--- config.mk ---
export PLATFORM = sky130hd
export DESIGN_NAME = plate_edge_locator
export DESIGN_NICKNAME = d
export VERILOG_FILES = /design/src/rtl/plate_pkg.sv /design/src/rtl/row_stat_acc.sv /design/src/rtl/plate_edge_locator.sv
export SDC_FILE = /design/constraint.sdc
export NUM_CORES = 1
export LEC_CHECK = 0
export BUFFER_PORTS_ARGS = -buffer_cell sky130_fd_sc_hd__buf_2
export CORE_UTILIZATION = 60
export DETAILED_ROUTE_END_ITERATION = 6
export PLACE_DENSITY_LB_ADDON = 0.12
export SYNTH_ARGS = -nofsm -noshare
export SYNTH_HDL_FRONTEND = slang
export SYNTH_HIERARCHICAL = 1
export SYNTH_SLANG_ARGS = --single-unit
--- constraint.sdc ---
create_clock -name clk -period 2.9 [get_ports clk]
set_input_delay 0.145 -clock clk [delete_from_list [all_inputs] [get_ports clk]]
set_output_delay 0.145 -clock clk [all_outputs]
set_load 0.01 [all_outputs]
--- src/rtl/plate_pkg.sv ---
// Shared types and helpers for the plate edge locator.
//   COORD_W : coordinate / counter width
//   H_ACT   : active pixels per line
//   V_ACT   : active lines per frame
//   RUN_W   : width of the hot-row run and gap counters
package plate_pkg;

  localparam int unsigned COORD_W = 12;
  localparam int unsigned H_ACT   = 480;
  localparam int unsigned V_ACT   = 272;
  localparam int unsigned RUN_W   = 4;

  typedef enum logic [1:0] {
    IDLE   = 2'd0,
    SEARCH = 2'd1,
    TRACK  = 2'd2,
    DONE   = 2'd3
  } state_t;

  // Inclusive window test on unsigned coordinates.
  function automatic logic in_range(input logic [COORD_W-1:0] v,
                                    input logic [COORD_W-1:0] lo,
                                    input logic [COORD_W-1:0] hi);
    return (v >= lo) && (v <= hi);
  endfunction

  function automatic logic [COORD_W-1:0] cmin(input logic [COORD_W-1:0] a,
                                              input logic [COORD_W-1:0] b);
    return (a < b) ? a : b;
  endfunction

  function automatic logic [COORD_W-1:0] cmax(input logic [COORD_W-1:0] a,
                                              input logic [COORD_W-1:0] b);
    return (a > b) ? a : b;
  endfunction

endpackage

--- src/rtl/row_stat_acc.sv ---
// Per-row mask statistics: count, min x, max x and row y, with a row-end strobe.
//   clk, rst      : pixel clock, synchronous active-high reset
//   x, y          : current pixel coordinates
//   de, mask      : active-video enable and plate-colour mask
//   frame_start   : discards the row in progress
//   row_cnt       : qualified mask pixels in the row (saturating)
//   row_lo/row_hi : min/max qualified mask x (12'hFFF / 0 when empty)
//   row_y         : y of the last de cycle of the row
//   row_end_c     : combinational strobe, valid on the cycle after the last de pixel
module row_stat_acc
  import plate_pkg::*;
#(
  parameter logic [COORD_W-1:0] X_MIN = 12'd1,
  parameter logic [COORD_W-1:0] X_MAX = COORD_W'(H_ACT),
  parameter logic [COORD_W-1:0] Y_MIN = 12'd0,
  parameter logic [COORD_W-1:0] Y_MAX = COORD_W'(V_ACT - 1)
) (
  input  logic               clk,
  input  logic               rst,
  input  logic [COORD_W-1:0] x,
  input  logic [COORD_W-1:0] y,
  input  logic               de,
  input  logic               mask,
  input  logic               frame_start,
  output logic [COORD_W-1:0] row_cnt,
  output logic [COORD_W-1:0] row_lo,
  output logic [COORD_W-1:0] row_hi,
  output logic [COORD_W-1:0] row_y,
  output logic               row_end_c
);

  logic de_d;
  logic drop;  // row straddled a frame start; its end is not reported
  logic pix;

  assign pix       = de && mask && in_range(x, X_MIN, X_MAX) && in_range(y, Y_MIN, Y_MAX);
  assign row_end_c = de_d && !de && !drop;

  // Accumulators clear on the edge that ends the row, so they are fresh for the next one.
  always_ff @(posedge clk) begin
    if (rst) begin
      de_d    <= 1'b0;
      drop    <= 1'b0;
      row_cnt <= '0;
      row_lo  <= '1;
      row_hi  <= '0;
      row_y   <= '0;
    end else begin
      de_d <= de;
      if (de) begin
        row_y <= y;
      end
      if (frame_start) begin
        drop    <= de;
        row_cnt <= '0;
        row_lo  <= '1;
        row_hi  <= '0;
      end else if (de_d && !de) begin
        drop    <= 1'b0;
        row_cnt <= '0;
        row_lo  <= '1;
        row_hi  <= '0;
      end else if (pix) begin
        row_cnt <= (row_cnt == '1) ? row_cnt : row_cnt + COORD_W'(1);
        row_lo  <= cmin(row_lo, x);
        row_hi  <= cmax(row_hi, x);
      end
    end
  end

endmodule

--- src/rtl/plate_edge_locator.sv ---
// Per-frame licence-plate band locator; publishes the band edges at each frame start.
//   clk, rst        : pixel clock, synchronous active-high reset
//   x, y            : pixel coordinates
//   i_vs, i_de      : vertical sync, active-video enable
//   i_mask          : plate-colour mask pixel
//   edge_left/right : min/max mask x of the band
//   edge_up/dowm    : first row / last hot row of the band
//   edge_valid      : edges come from a frame that had a qualified band
//   frame_done      : one-cycle pulse when the edge outputs update
module plate_edge_locator
  import plate_pkg::*;
#(
  parameter logic [COORD_W-1:0] ROW_TH  = 12'd40,
  parameter logic [RUN_W-1:0]   MIN_RUN = 4'd4,
  parameter logic [RUN_W-1:0]   MAX_GAP = 4'd2,
  parameter logic [COORD_W-1:0] X_MIN   = 12'd1,
  parameter logic [COORD_W-1:0] X_MAX   = COORD_W'(H_ACT),
  parameter logic [COORD_W-1:0] Y_MIN   = 12'd0,
  parameter logic [COORD_W-1:0] Y_MAX   = COORD_W'(V_ACT - 1),
  parameter logic               VS_POL  = 1'b1
) (
  input  logic               clk,
  input  logic               rst,
  input  logic [COORD_W-1:0] x,
  input  logic [COORD_W-1:0] y,
  input  logic               i_vs,
  input  logic               i_de,
  input  logic               i_mask,
  output logic [COORD_W-1:0] edge_left,
  output logic [COORD_W-1:0] edge_right,
  output logic [COORD_W-1:0] edge_up,
  output logic [COORD_W-1:0] edge_dowm,
  output logic               edge_valid,
  output logic               frame_done
);

  state_t             state;
  logic               vs_d;
  logic               frame_start;
  logic [COORD_W-1:0] row_cnt, row_lo, row_hi, row_y;
  logic               row_end;
  logic               row_hot;

  logic [RUN_W-1:0]   run, gap;
  logic [RUN_W-1:0]   run_n, gap_n;
  logic [COORD_W-1:0] run_start, run_lo, run_hi;
  logic [COORD_W-1:0] start_n, lo_n, hi_n;
  logic [COORD_W-1:0] band_left, band_right, band_up, band_dowm;
  logic               found;

  row_stat_acc #(
    .X_MIN(X_MIN),
    .X_MAX(X_MAX),
    .Y_MIN(Y_MIN),
    .Y_MAX(Y_MAX)
  ) u_row (
    .clk        (clk),
    .rst        (rst),
    .x          (x),
    .y          (y),
    .de         (i_de),
    .mask       (i_mask),
    .frame_start(frame_start),
    .row_cnt    (row_cnt),
    .row_lo     (row_lo),
    .row_hi     (row_hi),
    .row_y      (row_y),
    .row_end_c  (row_end)
  );

  assign frame_start = (i_vs == VS_POL) && (vs_d != VS_POL);
  assign row_hot     = (row_cnt >= ROW_TH) && in_range(row_y, Y_MIN, Y_MAX);

  // Run merge: the first row of a run seeds start/min/max.
  assign run_n   = run + RUN_W'(1);
  assign gap_n   = (gap == '1) ? gap : gap + RUN_W'(1);
  assign start_n = (run == '0) ? row_y  : run_start;
  assign lo_n    = (run == '0) ? row_lo : cmin(run_lo, row_lo);
  assign hi_n    = (run == '0) ? row_hi : cmax(run_hi, row_hi);

  // Band search FSM; frame start has priority over a coincident row end.
  always_ff @(posedge clk) begin
    if (rst) begin
      state      <= IDLE;
      vs_d       <= VS_POL;
      frame_done <= 1'b0;
      edge_left  <= '0;
      edge_right <= '0;
      edge_up    <= '0;
      edge_dowm  <= '0;
      edge_valid <= 1'b0;
      run        <= '0;
      gap        <= '0;
      run_start  <= '0;
      run_lo     <= '1;
      run_hi     <= '0;
      band_left  <= '0;
      band_right <= '0;
      band_up    <= '0;
      band_dowm  <= '0;
      found      <= 1'b0;
    end else begin
      vs_d       <= i_vs;
      frame_done <= 1'b0;
      if (frame_start) begin
        frame_done <= 1'b1;
        if (found) begin
          edge_left  <= band_left;
          edge_right <= band_right;
          edge_up    <= band_up;
          edge_dowm  <= band_dowm;
          edge_valid <= 1'b1;
        end else begin
          edge_valid <= 1'b0;
        end
        run        <= '0;
        gap        <= '0;
        run_start  <= '0;
        run_lo     <= '1;
        run_hi     <= '0;
        band_left  <= '0;
        band_right <= '0;
        band_up    <= '0;
        band_dowm  <= '0;
        found      <= 1'b0;
        state      <= SEARCH;
      end else if (row_end) begin
        case (state)
          SEARCH: begin
            if (row_hot) begin
              run       <= run_n;
              run_start <= start_n;
              run_lo    <= lo_n;
              run_hi    <= hi_n;
              if (run_n == MIN_RUN) begin
                band_up    <= start_n;
                band_left  <= lo_n;
                band_right <= hi_n;
                band_dowm  <= row_y;
                found      <= 1'b1;
                gap        <= '0;
                state      <= TRACK;
              end
            end else begin
              run    <= '0;
              run_lo <= '1;
              run_hi <= '0;
            end
          end
          TRACK: begin
            if (row_hot) begin
              band_dowm  <= row_y;
              band_left  <= cmin(band_left, row_lo);
              band_right <= cmax(band_right, row_hi);
              gap        <= '0;
            end else begin
              gap <= gap_n;
              if (gap_n > MAX_GAP) begin
                state <= DONE;
              end
            end
          end
          default: ;
        endcase
      end
    end
  end

endmodule
==> results of run 1 <==
-- sequential cells by signal, indices dropped and copies added, names as in the netlist, 2 cells and up --
register and cells:
u_row/row_y 12, edge_up 12, u_row/row_lo 12, band_right 12, run_start 12, edge_left 12
band_up 12, run_lo 12, band_dowm 12, band_left 12, run 4, edge_dowm 12
run_hi 12, u_row/row_hi 12, u_row/row_cnt 12, state 2, edge_right 12, gap 4
-- where the power goes --
part	switching [W]	leakage (nW)	internal, W
clock network	0.00114	0.297	0.00132
registers	0.0000174	1.58	0.00271
logic	0.000160	2.84	0.0000884
-- area by class of cell --
class                      count  area, um^2  share of cell area, %
antenna                        1        2.50                 0.0227
clock buffer                  17         425                   3.87
clock inverter                15         189                   1.72
inverter                      50         188                   1.71
multi-input combinational    777        5140                   46.7
sequential                   196        3920                   35.7
tap                          211         264                   2.40
timing repair buffer         139         873                   7.94
-- layer usage --
layer  global-route usage (%)  vias up
met1                     39.7     3887
li1                         -     4081
met3                     5.09       40
met5                        0        -
met4                     9.97        0
met2                     49.4      251
-- cells by family after synthesis --
| logic type | synth area share [%] |
|---|---|
| xor gates and xnor gates | 1.01 |
| buffers and inverters | 5.09 |
| DFF | 41.1 |
| muxes | 5.14 |
| AOI/OAI and AO/OA | 20.1 |
| adders and majority gates | 9.96 |
| and+or+nand+nor | 17.6 |
-- worst min-delay path, delay by kind of cell --
kind | cells | cell delay [ns]
buffers and inverters | 1 | 0.12
AND/OR/NAND/NOR | 1 | 0.06
AO/OA/AOI/OAI | 1 | 0.06
-- per-stage QoR --
stage	power [W]	setup WS (ns)	utilization, %
2_1_floorplan	0.00293	0.586	-
4_1_cts	0.00545	0.279	71.6
3_5_place_dp	0.00302	0.308	66.9
3_3_place_gp	0.00301	0.362	66.9
6_report	0.00543	0.244	71.6
5_1_grt	0.00561	0.0266	71.6
-- path summary, 6_finish.rpt --
path	startpoint	to	cells past startpoint
worst min register to register	edge_left[4]	edge_left[4]	2
worst max-delay path	u_row/row_hi[6]	run_hi[5]	7
worst max register to register	u_row/row_hi[6]	run_hi[5]	7
worst min-delay path	x[7]	u_row/row_hi[7]	3
-- cell usage in the layout, fill, tap and decap left out, types with 12 or more instances in the layout --
| master | instances |
|---|---|
| a211oi_2 | 18 |
| dfxtp_1 | 196 |
| a21oi_1 | 138 |
| nor2_1 | 57 |
| buf_4 | 51 |
| nand4_1 | 12 |
| clkbuf_16 | 17 |
| a211oi_1 | 23 |
| a31oi_1 | 26 |
| buf_2 | 78 |
| o21ai_0 | 39 |
| nand3_1 | 26 |
| a32o_1 | 12 |
| mux2i_1 | 49 |
| nor3_1 | 31 |
| nand2_1 | 161 |
| inv_1 | 50 |
| ha_1 | 76 |
==> run metrics, run 1 <==
pin count of the biggest net entering global routing 64; CP Class register to register; Initial Util 62.1%; initial antenna violation count 0; nets@finish roughly 1,300; Post-synth top cells dfxtp_1, nand2_1, a21oi_1; H-tree Lvls 4; crit-path max FO 12; syn_nets 1,191; Root Buffer clkbuf_16; die area between 15,000 and 20,000 um^2; asr flop ratio synth 0%; crit-path cells inv_1 > ha_1 > nand4_1 > o31ai_1 > a31oi_1 > nor3_1 > a32o_1; I/O Pins between 70 and 80; cell area after synthesis roughly 9500 um^2; clk sinks just under 200; YS warnings 6; via count roughly 8,300; CTS tree built; Final Max Tran Viols 0; R2R Setup Slk between 0.2 and 0.25 ns; fmax 0.377 GHz; CP max-delay cell nor3_1; Yosys top cell by area dfxtp_1; largest cells by area after synthesis dfxtp_1, ha_1, a21oi_1; Worst Path Arrival just over 3 ns; port bufs 78; power per cell area slightly below 500 nW/um^2; first-pass GRT wire length approximately 39,000 um; Final Setup Violations 0; CORE AREA around 15,000 um^2; Buf/Inv on CP 1; worst-case clock buffer depth 2; most common cell in the netlist dfxtp_1; clk_skew around 0.011 ns; DRT Wirelength between 20,000 and 25,000 um; Met3 Wirelength 1300 um; Top Metal Used met4; Routed met1 length about 11,000 um; critical path's largest stage delay 1.00 ns; max cap viols 0; DRT Pass-1 Iters 5; synth-to-layout area growth 15.3%; Num CTS Buffers 17; #FFs+latches synth a little under 200; CP startpoint kind register; fraction of layout cells with a size suffix above 1 approximately 17%; WHS 0.00978 ns; top-area cell type share of the netlist area about two fifths; Die X about 130 um; TNS Setup 0 ns; min Tclk post-route between 2 and 3 ns; Slew headroom approximately an eighth; Synth cell types 64; Clk pin slew, worst setup/hold paths 0.07 ns; VDD IR max between 0.4 and 0.5 mV; DRC Markers 0; min-delay worst type primary input to register; synthesized area per cell ~8.8 um^2; met2 WL ~11,000 um; EDFF count, synth 0; worst path required time approximately 3.3 ns; Fin. Hold Viols 0; initial drt markers roughly 520; WL/cell approximately 17 um; sequential fraction of the synthesis area about two fifths; Post-CTS Setup Inserts 0; via/cell ratio between 5 and 6; outcome complete, no violations; post-CTS sizing 0; Post-synth top flop dfxtp_1; Critical Path End Type register; num rows 45; CTS Hold Buffers Added 10; RSZ-0062 raised after global routing no; Final Instance Count excl. Fillers 1,406; Die Y about 130 um; Layout fillers 1,230; DPL Wire Length ~17,000 um; Leakage between 4 and 5 nW; post-route ant nets 0; CP delay by family, top simple AND/OR/NAND/NOR gates; gr usage total ~30%; Final GP Congestion between 0.8 and 0.9; Syn Inst Count approximately 1,100; design area between 10,000 and 15,000 um^2; Worst-Margin Slew roughly 1.3 ns; global route overflow 0; final period utilization approximately 92%; vias in the first global route 7,646; placed cells 1,363; Clock Latency Late Sink roughly 0.44 ns; Placed Area 10,300 um^2
(Power assumes the default switching activity.)
==> run 2: changes to the inputs <==
- CELL_PAD_IN_SITES_DETAIL_PLACEMENT: not set -> 0
- CELL_PAD_IN_SITES_GLOBAL_PLACEMENT: not set -> 1
- CORE_UTILIZATION: 60 -> 46
- HOLD_SLACK_MARGIN: not set -> 0.12
- MAX_ROUTING_LAYER: not set -> met4
==> run metrics, run 2 (synthesis results as in run 1) <==
outcome complete, no violations; Leakage 4.79 nW (+1.5%); Critical Path End Type register; TNS Setup 0 ns (unchanged); commonest non-fill, non-tap cell in the layout dfxtp_1; CP max-delay cell a311o_1; Root Buffer clkbuf_16; worst-case clock buffer depth 2 (unchanged); placed cells 1,423 (+4.4%); Fin. Hold Viols 0 (unchanged); synth-to-layout area growth 17.8%; CP startpoint kind register; DRT Wirelength 24,400 um (+3.3%); Final GP Congestion 0.873 (-1.2%); Worst Path Arrival 2.88 ns (-0.15 ns); worst path required time 3.21 ns (-0.07 ns); WL/cell 16.5 um (-1.8%); Clk pin slew, worst setup/hold paths 0.08 ns (about the same); die area 21,300 um^2 (+30%); Num CTS Buffers 17 (unchanged); DPL Wire Length 17,800 um (+6.3%); critical path's largest stage delay 0.77 ns (-0.23 ns); via count 8,040 (-2.7%); most frequent cells in the layout dfxtp_1, nand2_1, a21oi_1; H-tree Lvls 4 (unchanged); clk_skew 0.0171 ns (+0.00580 ns); Post-CTS Setup Inserts 0 (unchanged); num rows 52 (+16%); Final Instance Count excl. Fillers 1,479 (+5.2%); VDD IR max 0.397 mV (-9.9%); gr usage total 24.3% (-5.7 points); Layout fillers 1,916 (+56%); Final Max Tran Viols 0 (unchanged); Initial Util 47.0% (-15 points); CP Class register to register; CTS tree built; Clock Latency Late Sink 0.45 ns (about the same); fmax 0.389 GHz (+3.3%); DRT Pass-1 Iters 5 (unchanged); Placed Area 10,400 um^2 (+0.95%); nets@finish 1,301 (+1.2%); I/O Pins 79 (unchanged); CTS Hold Buffers Added 24 (+14); Finished Core Util 55.4% (-16 points); vias in the first global route 7,472 (-2.3%); min Tclk post-route 2.57 ns (-0.0857 ns); min-delay worst type primary input to register; clk sinks 196 (unchanged); initial antenna violation count 1 (+1); crit-path max FO 12 (unchanged); global route overflow 0 (unchanged); RSZ-0062 raised after global routing no; Slew headroom 34.9% (+22 points); power per cell area 481 nW/um^2 (-2.5%); Final Setup Violations 0 (unchanged); diodes inserted 0 (-1); fraction of layout cells with a size suffix above 1 16.9% (+0.039 points); via/cell ratio 5.44 (-7.5%); post-route ant nets 0 (unchanged); Tot Pwr 0.00541 W (-0.31%); Die X 146 um (+14%); design area 11,200 um^2 (+2.2%); pin count of the biggest net entering global routing 65 (+1.6%); CORE AREA 20,300 um^2 (+32%); first-pass GRT wire length 40,100 um (+4.0%); max cap viols 0 (unchanged); DRC Markers 0 (unchanged); post-CTS sizing 0 (unchanged); crit-path cells inv_1 > ha_1 > nand4_1 > o31ai_1 > a311o_1 > mux2i_1 > a211oi_2; Worst-Margin Slew 0.973 ns (-0.327 ns); final period utilization 88.6% (-3.0 points); Die Y 146 um (+14%); initial drt markers 429 (-18%); port bufs 78 (unchanged)
-- run 2: critical path: cells and delay by family, from the launching register on --
kind / cells / cell delay, ns
AO/OA/AOI/OAI: 3 / 1.20
flip-flops: 1 / 0.41
multiplexers: 1 / 0.32
adder cells (fa/ha/maj): 1 / 0.28
AND/OR/NAND/NOR: 1 / 0.14
buffers and inverters: 1 / 0.09
-- run 2: layer usage --
| layer | track usage, % | up-vias | part of all wire (%) |
|---|---|---|---|
| met4 | 6.67 | 0 | 1.5 |
| met3 | 3.53 | 29 | 4.1 |
| met2 | 36.7 | 190 | 44 |
| met5 | - | - | 0 |
| li1 | - | 4109 | - |
| met1 | 33.7 | 3712 | 51 |
-- run 2: worst paths after layout --
path,from,end,slack [ns],depth (start not counted)
worst min register to register,band_dowm[0],edge_dowm[0],0.45,2
worst max register to register,u_row/row_hi[4],band_right[11],0.33,7
worst max-delay path,u_row/row_hi[4],band_right[11],0.33,7
worst min-delay path,i_de,u_row/drop,0.23,3
-- run 2: report_power, final --
group          switching (W)  total (W)  internal (W)
clock                0.00123    0.00242       0.00119
combinational       0.000163   0.000266      0.000103
sequential         0.0000180    0.00272       0.00271
-- run 2: layout make-up --
class | count | area [um^2] | area share [%]
clock buffers | 17 | 425 | 3.78
inverters | 50 | 188 | 1.67
multi-input cells | 777 | 5140 | 45.7
repair buffers | 154 | 1030 | 9.19
clock inverters | 15 | 198 | 1.76
flip-flops and latches | 196 | 3920 | 34.9
well taps | 270 | 338 | 3.00
-- run 2: through the flow --
step / worst slack [ns] / hold slack [ns]
4_1_cts: 0.341 / 0.195
3_3_place_gp: 0.416 / 0.352
2_1_floorplan: 0.586 / 0.217
6_report: 0.330 / 0.226
3_5_place_dp: 0.360 / 0.357
5_1_grt: 0.137 / 0.241
